$ cat config.mk
export PLATFORM = sky130hd
export DESIGN_NAME = morse_serializer
export DESIGN_NICKNAME = d
export VERILOG_FILES = /design/src/rtl/morse_serializer.sv
export SDC_FILE = /design/constraint.sdc
export NUM_CORES = 1
export LEC_CHECK = 0
export CAP_MARGIN = 20
export CORE_MARGIN = 2
export CORE_UTILIZATION = 46
export CTS_CLUSTER_DIAMETER = 30
export CTS_CLUSTER_SIZE = 20
export DETAILED_ROUTE_END_ITERATION = 6
export PLACE_DENSITY = 0.72
export SYNTH_ARGS = -nofsm -noshare
export SYNTH_HDL_FRONTEND = slang
export SYNTH_SLANG_ARGS = --single-unit
export TNS_END_PERCENT = 20
$ cat constraint.sdc
create_clock -name clk -period 1.5 [get_ports clk]
set_clock_uncertainty 0.05 [all_clocks]
set_input_delay 0.3 -clock clk [delete_from_list [all_inputs] [get_ports clk]]
set_output_delay 0.3 -clock clk [all_outputs]
set_load 0.01 [all_outputs]
$ cat src/rtl/morse_serializer.sv
// morse_serializer
//   Plays one 5-symbol Morse character out as a timed on/off tone line.
//   The symbols are taken MSB first; 1 = dot and 0 = dash. Intra-character
//   gaps separate the symbols, and a letter gap closes the character.
//   The done pulse comes in the first idle cycle after that gap.
//
// Parameters
//   UNIT_CYCLES  : clock cycles per Morse time unit (>= 1)
//   DOT_UNITS    : tone-on units for a dot (>= 1)
//   DASH_UNITS   : tone-on units for a dash (>= 1)
//   GAP_UNITS    : tone-off units between symbols (>= 1)
//   LETTER_UNITS : tone-off units after the last symbol (>= 1)
//
// Ports
//   clk   : rising-edge clock
//   reset : synchronous, active-high reset
//   code  : symbols, code[4] sent first; 1 = dot, 0 = dash
//   start : request to send code; sampled only while idle
//   busy  : character in progress (registered)
//   tone  : Morse key output, 1 = key down (registered)
//   done  : one-cycle pulse at character completion (registered)
module morse_serializer #(
   parameter int unsigned UNIT_CYCLES  = 2,
   parameter int unsigned DOT_UNITS    = 1,
   parameter int unsigned DASH_UNITS   = 3,
   parameter int unsigned GAP_UNITS    = 1,
   parameter int unsigned LETTER_UNITS = 3
) (
   input  logic       clk,
   input  logic       reset,
   input  logic [4:0] code,
   input  logic       start,
   output logic       busy,
   output logic       tone,
   output logic       done
);

   localparam int unsigned DOT_LEN    = DOT_UNITS    * UNIT_CYCLES;
   localparam int unsigned DASH_LEN   = DASH_UNITS   * UNIT_CYCLES;
   localparam int unsigned GAP_LEN    = GAP_UNITS    * UNIT_CYCLES;
   localparam int unsigned LETTER_LEN = LETTER_UNITS * UNIT_CYCLES;
   localparam int unsigned MAX_MARK   = (DOT_LEN > DASH_LEN) ? DOT_LEN : DASH_LEN;
   localparam int unsigned MAX_OFF    = (GAP_LEN > LETTER_LEN) ? GAP_LEN : LETTER_LEN;
   localparam int unsigned MAX_LEN    = (MAX_MARK > MAX_OFF) ? MAX_MARK : MAX_OFF;
   localparam int unsigned CW         = $clog2(MAX_LEN + 1);

   // Counters are loaded with length-1 and the phase ends when they hit zero,
   // so every phase lasts exactly its length with no idle cycle between phases.
   localparam logic [CW-1:0] DOT_LOAD    = CW'(DOT_LEN - 1);
   localparam logic [CW-1:0] DASH_LOAD   = CW'(DASH_LEN - 1);
   localparam logic [CW-1:0] GAP_LOAD    = CW'(GAP_LEN - 1);
   localparam logic [CW-1:0] LETTER_LOAD = CW'(LETTER_LEN - 1);

   typedef enum logic [1:0] {
      IDLE,
      MARK,
      SPACE,
      LETTER
   } state_t;

   state_t        state, state_n;
   logic [CW-1:0] cnt, cnt_n;
   logic [2:0]    idx, idx_n;
   logic [4:0]    shreg, shreg_n;
   logic          tone_n, busy_n, done_n;

   always_ff @(posedge clk) begin
      if (reset) begin
         state <= IDLE;
         cnt   <= '0;
         idx   <= '0;
         shreg <= '0;
         tone  <= 1'b0;
         busy  <= 1'b0;
         done  <= 1'b0;
      end else begin
         state <= state_n;
         cnt   <= cnt_n;
         idx   <= idx_n;
         shreg <= shreg_n;
         tone  <= tone_n;
         busy  <= busy_n;
         done  <= done_n;
      end
   end

   always_comb begin
      state_n = state;
      cnt_n   = cnt;
      idx_n   = idx;
      shreg_n = shreg;
      done_n  = 1'b0;

      unique case (state)
         IDLE: begin
            if (start) begin
               shreg_n = code;
               idx_n   = '0;
               cnt_n   = code[4] ? DOT_LOAD : DASH_LOAD;
               state_n = MARK;
            end
         end

         MARK: begin
            if (cnt == '0) begin
               if (idx < 3'd4) begin
                  cnt_n   = GAP_LOAD;
                  state_n = SPACE;
               end else begin
                  cnt_n   = LETTER_LOAD;
                  state_n = LETTER;
               end
            end else begin
               cnt_n = cnt - CW'(1);
            end
         end

         SPACE: begin
            if (cnt == '0) begin
               // shreg[4] is the symbol just sent; shreg[3] is the next one.
               idx_n   = idx + 3'd1;
               shreg_n = {shreg[3:0], 1'b0};
               cnt_n   = shreg[3] ? DOT_LOAD : DASH_LOAD;
               state_n = MARK;
            end else begin
               cnt_n = cnt - CW'(1);
            end
         end

         LETTER: begin
            if (cnt == '0) begin
               state_n = IDLE;
               done_n  = 1'b1;
            end else begin
               cnt_n = cnt - CW'(1);
            end
         end

         default: state_n = IDLE;
      endcase

      // Outputs are decoded from the next state and registered, which
      // makes tone/busy rise on the accepting edge itself.
      tone_n = (state_n == MARK);
      busy_n = (state_n != IDLE);
   end

endmodule

==> reports/metrics.cfg <==
[floorplanning]
pin_count = 11
fp.coreArea_mm2 = 0.00152
start_util_pct = 49.4
die_area_mm2 = 0.00198
die_h_um = 44.5
die_x_um = 44.5
std_cell_rows = 14

[placement]
port_buffers = 10
dp_hpwl_um = 1120
place_congestion = 0.743

[run]
cap_violations = 0

[global_route]
grt_overflow = 0
antenna_found_initial = 0
grt_max_degree = 13
grtUsageTotal_pct = 17.9
first_global_vias = 620
grt_pass1_wl_um = 2580

[timing]
setup_violations = 0
worstMarginPinSlew_ns = 0.295
rsz0062_at_grt = true
finalCritPeriodShare_pct = 97.5
slew_viol_final = 0
slew_headroom_pct = 80.3
fin_setup_tns_ns = 0
maxClockFrequency_mhz = 684
holdWs_ns = 0.429
layout_min_cycle_time_ns = 1.46
hold_violations = 0

[finish]
n_fill_cell = 131
layout-area-overhead-vs-synth_pct = 37.5
final_common_cell = buf_4
seqCellArea_um2 = 303
n_antenna_cell = 0
multiInputGateArea_um2 = 447
layout.nets = 125
final_util_pct = 68.0
layout_common_cells = buf_4 (16), dfxtp_1 (13), nor2_1 (10)
drive_gt1_share_pct = 26.5

[yosys]
synth_top_cell_area_share_pct = 39.9
yosysWarnings = 0
synthCells = 87
netlist_top_cells_area = dfxtp_1 (40%), nand2b_1 (5.8%), nor2_1 (5.5%), mux2i_1 (5.3%), ha_1 (5.0%)
yosys.area.top_type = dfxtp_1
synth_seq_area_share_pct = 39.9
ys_types = 29
synth_nets = 98
ys_ff_latch = 15
syn_area_um2 = 753
synth.avg_cell_area_um2 = 8.66

[routing]
avgRoutedWirePerCell_um = 12.5
post-route-drc-count = 0
dr.pass1.iters = 4
drtAntennaViolNets = 0
vias = 693
routed_wl_um = 1610
first_iter_violations = 6
viasPerCell = 5.37

[cts]
root_buffer = clkbuf_4
worstSkewPairLatency_ns = 0.28
clockBufferDepth = 2
cts_buffers = 3
hold_buffers = 0
clk_pin_slew_ns = 0.09
clkSinkCount = 15
h-tree-depth = 1
cts_tree = done

[run_status]
status = completed

[power_and_ir_drop]
p_per_area_mw_per_mm2 = 1110
p_leak_uw = 0.000458
finalPower_uw = 1150
ir_drop_uv = 810

[setup_path]
cp-start-kind = flop
worstSetupEndpointType = flop
critPathTopFamily = compound AO/OA/AOI/OAI gates
critPathKind = reg -> reg
arrival_ns = 1.58
path_cells = inv_2 > ha_4 > nor2b_4 > a31o_1 > buf_4 > a21oi_1 > nor2_1
path_max_fanout = 4
crit_required_ns = 1.62
cp_slowest_stage_delay_ns = 0.35
critPathBufInv = 2
cp_slowest_cell = dfxtp_2

[worst_hold_path]
worstHoldPathType = reg -> reg

==> cells in the mapped netlist <==
cell	n
a221oi_1	1
buf_2	3
a21oi_1	5
a31o_1	1
nor2b_1	2
nand3b_1	2
a21o_1	1
nand3_1	1
a21oi_2	1
mux2_2	1
dfxtp_1	15
nand4b_1	1
inv_1	4
xnor2_1	1
mux2i_1	4
nand2b_1	7
a211oi_2	1
nor3b_1	1
o21ai_1	1
a211o_1	1
o22ai_1	2
clkbuf_1	1
nor2_1	11
o21a_1	2
o21ai_0	3
nor3_1	3
ha_1	3
a211oi_1	4
nand2_1	4
==> area by class of cell <==
type,count,area share (%)
multi-input combinational,64,43.1
sequential,15,29.2
timing repair buffer,26,21.7
clock buffer,4,2.54
tap,16,1.93
inverter,4,1.45
==> power by group <==
group          switching, uW  total (uW)  internal (uW)
combinational            198         439            241
clock                    126         229            103
sequential              36.2         481            445
total                    360        1150            789
==> metal layers <==
metal	vias up	wire length [um]	global-route usage, %
li1	359	-	-
met1	323	768	23.5
met3	2	34	2.45
met4	0	9	10.9
met5	-	0	0
met2	9	796	27.5
==> tightest hold or removal path: stages (launching register included) <==
cell and delay [ns]:
dfxtp_1 0.32, nand2b_1 0.06, a21oi_1 0.05
==> stage by stage <==
stage	setup WS (ns)	cells	area, um2
after CTS	0.00876	127	996
final	0.0375	129	1040
after global routing	-0.0613	129	1040
after global placement	-0.0978	123	962
after floorplan	0.00955	87	756
after detailed placement	-0.110	123	962
==> registers in the layout, indices dropped and copies added (netlist names) <==
| register | count |
|---|---|
| cnt | 3 |
| shreg | 4 |
| done | 1 |
| idx | 3 |
| state | 2 |
| busy | 1 |
| tone | 1 |
==> final timing paths <==
kind	start	to	slack [ns]	cells after the start
worst max-delay path	cnt[1]	cnt[1]	0.04	7
worst min-delay path	idx[1]	idx[1]	0.43	2
worst max register to register	cnt[1]	cnt[1]	0.04	7
worst min register to register	idx[1]	idx[1]	0.43	2
==> cells by family after synthesis <==
| family | Yosys count | synth area share [%] |
|---|---|---|
| compound gates | 23 | 20.9 |
| flops | 15 | 39.9 |
| fa+ha+maj | 3 | 4.98 |
| xor+xnor | 1 | 1.16 |
| mux | 5 | 6.81 |
| simple gates | 32 | 21.8 |
| buf+inv | 8 | 4.48 |
==> repair_timing <==
action / in CTS / in global routing
setup buffers: 0 / 2
endpoints found under the setup margin: 5 / 9
pin swaps: 0 / 3
resized for setup: 2 / 9
Note: power is estimated with default switching activity, not from simulation.
